`config.mk`:
```
export PLATFORM = sky130hd
export DESIGN_NAME = serial_adder
export DESIGN_NICKNAME = d
export VERILOG_FILES = /design/src/rtl/serial_adder.sv
export SDC_FILE = /design/constraint.sdc
export NUM_CORES = 1
export LEC_CHECK = 0
export CAP_MARGIN = 0
export CORE_MARGIN = 8
export CORE_UTILIZATION = 30
export DETAILED_ROUTE_END_ITERATION = 12
export PLACE_DENSITY_LB_ADDON = 0.08
export SYNTH_ARGS = -nofsm -noshare
export SYNTH_HDL_FRONTEND = slang
export SYNTH_SLANG_ARGS = --single-unit
```
`constraint.sdc`:
```
create_clock -name clk -period 1.1 [get_ports clk]
set_input_delay 0.165 -clock clk [delete_from_list [all_inputs] [get_ports clk]]
set_output_delay 0.165 -clock clk [all_outputs]
set_load 0.02 [all_outputs]
```
`src/rtl/serial_adder.sv`:
```
// Bit-serial LSB-first adder built from two half_adder cells and an OR gate.
// Optional SERIAL_ADDER_SUB_EN adds a 'sub' port for two's-complement subtraction.

module half_adder (
    input  logic a_i,
    input  logic b_i,
    output logic sum_c,
    output logic carry_c
);
    assign sum_c   = a_i ^ b_i;
    assign carry_c = a_i & b_i;
endmodule

module serial_adder #(
    parameter int unsigned WIDTH = 8
) (
    input  logic             clk,
    input  logic             rst_n,
    input  logic             start,
`ifdef SERIAL_ADDER_SUB_EN
    input  logic             sub,
`endif
    input  logic [WIDTH-1:0] a,
    input  logic [WIDTH-1:0] b,
    output logic             busy,
    output logic             done,
    output logic [WIDTH-1:0] sum,
    output logic             cout
);
    localparam int unsigned CNT_W = (WIDTH > 1) ? $clog2(WIDTH) : 1;

    typedef enum logic [1:0] {
        ST_IDLE  = 2'd0,
        ST_SHIFT = 2'd1,
        ST_DONE  = 2'd2
    } state_e;

    state_e             state_q, state_d;
    logic [WIDTH-1:0]   a_q, a_d;
    logic [WIDTH-1:0]   b_q, b_d;
    logic [WIDTH-1:0]   acc_q, acc_d;
    logic [WIDTH-1:0]   sum_q, sum_d;
    logic [CNT_W-1:0]   cnt_q, cnt_d;
    logic               carry_q, carry_d;
    logic               cout_q, cout_d;
    logic               busy_q, busy_d;
    logic               done_q, done_d;

    logic               s1_c, c1_c, sbit_c, c2_c, carry_nxt_c, sub_c;

`ifdef SERIAL_ADDER_SUB_EN
    assign sub_c = sub;
`else
    assign sub_c = 1'b0;
`endif

    // Full-adder core: two half adders plus the carry OR
    half_adder u_ha0 (.a_i(a_q[0]), .b_i(b_q[0]),  .sum_c(s1_c),   .carry_c(c1_c));
    half_adder u_ha1 (.a_i(s1_c),   .b_i(carry_q), .sum_c(sbit_c), .carry_c(c2_c));
    assign carry_nxt_c = c1_c | c2_c;

    always_comb begin
        state_d = state_q;
        a_d     = a_q;
        b_d     = b_q;
        acc_d   = acc_q;
        sum_d   = sum_q;
        cnt_d   = cnt_q;
        carry_d = carry_q;
        cout_d  = cout_q;
        done_d  = 1'b0;

        case (state_q)
            ST_IDLE, ST_DONE: begin
                if (start) begin
                    // Subtraction: invert B and seed carry with 1
                    a_d     = a;
                    b_d     = b ^ {WIDTH{sub_c}};
                    carry_d = sub_c;
                    cnt_d   = '0;
                    state_d = ST_SHIFT;
                end else begin
                    state_d = ST_IDLE;
                end
            end
            ST_SHIFT: begin
                acc_d   = {sbit_c, acc_q[WIDTH-1:1]};
                a_d     = {1'b0, a_q[WIDTH-1:1]};
                b_d     = {1'b0, b_q[WIDTH-1:1]};
                carry_d = carry_nxt_c;
                cnt_d   = cnt_q + CNT_W'(1);
                if (cnt_q == CNT_W'(WIDTH - 1)) begin
                    state_d = ST_DONE;
                    done_d  = 1'b1;
                    sum_d   = acc_d;
                    cout_d  = carry_nxt_c;
                end
            end
            default: state_d = ST_IDLE;
        endcase

        busy_d = (state_d == ST_SHIFT);
    end

    always_ff @(posedge clk) begin
        if (!rst_n) begin
            state_q <= ST_IDLE;
            a_q     <= '0;
            b_q     <= '0;
            acc_q   <= '0;
            sum_q   <= '0;
            cnt_q   <= '0;
            carry_q <= 1'b0;
            cout_q  <= 1'b0;
            busy_q  <= 1'b0;
            done_q  <= 1'b0;
        end else begin
            state_q <= state_d;
            a_q     <= a_d;
            b_q     <= b_d;
            acc_q   <= acc_d;
            sum_q   <= sum_d;
            cnt_q   <= cnt_d;
            carry_q <= carry_d;
            cout_q  <= cout_d;
            busy_q  <= busy_d;
            done_q  <= done_d;
        end
    end

    assign busy = busy_q;
    assign done = done_q;
    assign sum  = sum_q;
    assign cout = cout_q;

endmodule

```
[Yosys cells after proc, flatten, opt, wreduce, memory -nomap -nowiden]
Index checks and enable logic that the tools add are counted.
Word-level totals
  bits in registers: 41
  input port bits: 19
  output and inout port bits: 11
  logic and storage cells: 39
Cells by class
  add/subtract/negate cells: 1
  equality and inequality tests: 5
  muxes and demuxes: 12
  bitwise operators: 5
  reductions and logical operators: 6
Operators with widths (count)
  case mux 8 bit (2 select lines): 2
  2-to-1 mux 8 bit: 2
  case mux 3 bit (2 select lines): 1
  AND reduction 2 bit: 3
  == test 2 x 1 -> 1 bit, second input constant: 2
  case mux 2 bit (2 select lines): 1
  adder 3 x 1 -> 3 bit, second input constant: 1
  == test 3 bit, second input constant: 1
  2-to-1 mux 1 bit: 3
  2-to-1 mux 3 bit: 1
  bitwise AND 1 bit: 2
  == test 2 bit, second input constant: 1
  zero test 2 bit: 1
  2-to-1 mux 2 bit: 1
  != test 2 bit, second input constant: 1
  case mux 1 bit (2 select lines): 1
  nonzero test 2 bit: 1
  OR reduction 2 bit: 1
  bitwise XOR 1 bit: 2
  OR 1 bit: 1

[Depth between registers and ports, before layout]
  word-level depth: 4
  mapped depth: 5
  mapped depth without buffers: 5

[By module]
A second synthesis with hierarchy kept.
Unflattened totals
  cells, all modules: 191
  area, all modules: 1617.8 um2
By module, submodules not included
  serial_adder: instances 1, cells an instance 189, area an instance 1592.8 um2, seq. area each 800.8 um2
  half_adder: instances 2, cells an instance 1, area an instance 12.5 um2, seq. area each 0.0 um2

[Worst setup path after synthesis]
Ideal clock, no wire load.
  path kind: register to register
  start point: register cnt_q[0]
  end point: register sum_q[0], in the netlist sum[0]
  setup time: 0.076 ns
  data arrival time: 1.123 ns
  required time: 1.024 ns
  setup slack: -0.098 ns
  stages on the path, launching flop included: 6
  buffers on the path: 0
  clock period less this slack: 1.198 ns
  path through: dfxtp_1 ha_1 ha_1 nand3b_1 nand2_1 a21boi_0
Between the ends
  word-level cells in the longest chain between the ends: 2
RTL lines
  start: declaration: RTL line 43  | logic [CNT_W-1:0] cnt_q, cnt_d;
  start signal: assignment: RTL line 123  | cnt_q <= cnt_d;
  == test 3 bit: RTL line 92  | if (cnt_q == CNT_W'(WIDTH - 1)) begin
  AND reduction 2 bit (no line)
  end signal: assignment: RTL line 122  | sum_q <= sum_d;
  end: declaration: RTL line 42  | logic [WIDTH-1:0] sum_q, sum_d;
No other way between the ends.
A chain may end at the register's enable or synchronous reset.

[Worst setup path after layout]
  start point: register a_q[0]
  end point: register sum_q[7], in the netlist sum[7]
Between the ends
  word-level cells in the longest chain between the ends: 2
RTL lines
  start: declaration: RTL line 39  | logic [WIDTH-1:0] a_q, a_d;
  start signal: assignment: RTL line 108  | a_q <= '0;
  start signal: assignment: RTL line 119  | a_q <= a_d;
  bitwise XOR 1 bit (2 in series): RTL line 10  | assign sum_c = a_i ^ b_i;
  via sbit_c: RTL line 49  | logic s1_c, c1_c, sbit_c, c2_c, carry_nxt_c, sub_c;
The timed path passes the listed nets, and every way through them passes these cells.

==> impl_metrics.json <==
{
  "pin_count": 30,
  "firstDrtPassIters": 4,
  "fin_tns_setup_ns": -0.08792,
  "hold_class": "input port to flip-flop",
  "rows": 26,
  "netlist_area_sq_um": 1604,
  "drc": 0,
  "tightest_slew_ns": 0.1482,
  "cp_cell_sequence": "fa_1 > nand3_1 > a21boi_1",
  "syn_inst": 191,
  "path_class": "flip-flop to flip-flop",
  "syn_area_per_cell_sq_um": 8.398,
  "whs_ns": 0.4167,
  "post_drt_via_cell_ratio": 4.690,
  "clk_latency_ns": 0.29,
  "fillers": 550,
  "utilization_pct": 43.45,
  "worstPathMaxFanout": 2,
  "setup_violations": 5,
  "dpl-instance-area_sq_um": 2044,
  "route.vias.total": 1379,
  "hold_depth": 3,
  "syn_to_final_growth_pct": 39.24,
  "slowest_stage": "fa_1",
  "pre_cts_slack_ns": -0.2119,
  "drive_gt1_share_pct": 18.30,
  "max_slew_margin_pct": 90.09,
  "antenna_left": 0,
  "total_power_mw": 3.605,
  "drv_cap": 0,
  "gr-total-overflow": 0,
  "cts_tree": "built",
  "fmax_mhz": 868.2,
  "coreArea_sq_um": 5140,
  "worstPathArrival_ns": 1.38,
  "hold_end": "a_q[7]",
  "final_cells": 294,
  "ys_warn_count": 0,
  "finalInstanceArea_sq_um": 2233,
  "dr.first_iter.drc_count": 68,
  "clkSinkCount": 40,
  "antenna_found_initial": 0,
  "multi_input_area_sq_um": 760.7,
  "wl_per_cell_um": 12.05,
  "synth-seq-area-share_pct": 49.92,
  "failed_checks": "negative setup slack",
  "place_hpwl_mm": 2.497,
  "skew_ns": 0.009124,
  "period_share_pct": 104.7,
  "numCtsBuffers": 5,
  "reg2reg_depth": 3,
  "grtUsageTotal_pct": 10.07,
  "place_congestion": 0.7265,
  "synth_top_cells_by_count": "nand2_1, dfxtp_1, a21boi_1",
  "seq_area_sq_um": 809.5,
  "initial_core_util_pct": 31.21,
  "n_antenna_cell": 0,
  "dp_cells": 286,
  "ctsHtreeMaxLevel": 2,
  "grt_pass1_vias": 1342,
  "routed_wl_mm": 3.543,
  "hp-start": "a[7]",
  "finalMaxSlewViolations": 0,
  "yosysTopAreaCell": "dfxtp_1",
  "critPathLaunchType": "flip-flop",
  "timing.rr.end": "sum[7]",
  "hold_buffers": 0,
  "synthArstFlopShare_pct": 0,
  "post-route-worst-setup-slack_ns": -0.05175,
  "ys_types": 21,
  "leakagePower_nw": 0.8250,
  "slowest_delay_ns": 0.56,
  "synthFlopType": "dfxtp_1",
  "die_x_um": 89.12,
  "die_area_sq_um": 7942,
  "critPathRequiredTime_ns": 1.33,
  "path_buf_inv": 0,
  "io_buffers": 29,
  "cts-root-buf": "clkbuf_8",
  "ys_ff_latch": 40,
  "critPathLaunch": "a_q[0]",
  "fin_nets": 245,
  "peakVddDrop_mv": 0.7605,
  "cts_buffer_depth": 2,
  "end_kind": "flip-flop",
  "pwr_density_cell_nw_per_um2": 1614,
  "synth_top_area_share_pct": 49.92,
  "synth_area_leaders": "dfxtp_1, nand2_1, a21boi_1, a31oi_1, o21ai_1",
  "min_period_ns": 1.152,
  "hold_violations": 0,
  "die_h_um": 89.12,
  "syn_nets": 213,
  "r2r_start": "a_q[0]",
  "worst-r2r-setup-slack_ns": -0.05,
  "status": "finished with violations",
  "grt_pass1_wl_mm": 6.141,
  "clk_pin_slew_ns": 0.08,
  "synth_edf_count": 0,
  "synth.most_common_cell": "nand2_1",
  "grt_max_degree": 26,
  "rsz0062_at_grt": "yes",
  "cp_top_family": "adder cells"
}
==> cell families after synthesis <==
group | count (synthesis) | share of synthesized area, %
AOI/OAI and AO/OA | 51 | 20.44
adders and majority gates | 3 | 2.808
buffers and inverters | 16 | 5.070
DFF | 40 | 49.92
and+or+nand+nor | 81 | 21.76
==> placed cells by master, fill, tap and decap left out, types with 5 or more instances in the layout <==
master / n
a21boi_1: 21
a31oi_1: 14
clkbuf_8: 5
clkdlybuf4s15_2: 5
clkdlybuf4s50_1: 18
dfxtp_1: 35
nand2_1: 56
nand3_1: 14
o21ai_1: 14
==> per-layer routing <==
layer	GRT usage, %	share of wire (%)	vias to the layer above
met5	0	0	-
li1	-	-	708
met4	5.136	1.7	0
met1	12.09	49	632
met3	3.768	5.7	6
met2	15.35	43	33
==> state kept, by name, summed over array words and instances, names as in the netlist <==
signal	count
state_q	2
cnt_q	3
carry_q	1
acc_q	7
cout	1
sum	8
b_q	8
busy	1
done	1
a_q	8
==> worst max-delay path by stage <==
stage | slack [ns] | end | cells past startpoint
floorplan | 0.002 | sum[7] | 3
global placement | -0.18 | b_q[0] | 5
detailed placement | -0.21 | a_q[5] | 5
CTS | -0.06 | sum[7] | 3
global route | -0.13 | sum[7] | 6
finish | -0.05 | sum[7] | 3
==> layout make-up <==
cell class                      count  share of cell area (%)
Clock buffer                        5                   3.081
Sequential cell                    40                   36.25
Tap cell                           70                   3.922
Clock inverter                      3                   4.034
Multi-Input combinational cell    135                   34.06
Timing Repair Buffer               41                   18.66
==> worst reg2reg max path, cell delays in order (launching register included) <==
cell	delay, ns
dfxtp_2	0.34
fa_1	0.56
nand3_1	0.07
a21boi_1	0.12
==> report_power, final <==
part / leakage, nW / internal, mW / switching (mW)
clock network: 0.0784 / 1.13 / 0.523
logic: 0.418 / 0.202 / 0.184
registers: 0.329 / 1.52 / 0.0424
total: 0.825 / 2.85 / 0.750
==> repair_timing <==
item | in CTS | in global routing
endpoints found under the setup margin | 41 | 40
buffers inserted | 0 | 0
pin swaps | 2 | 1
resized for setup | 40 | 13
Power figures use the tool's default switching activity.
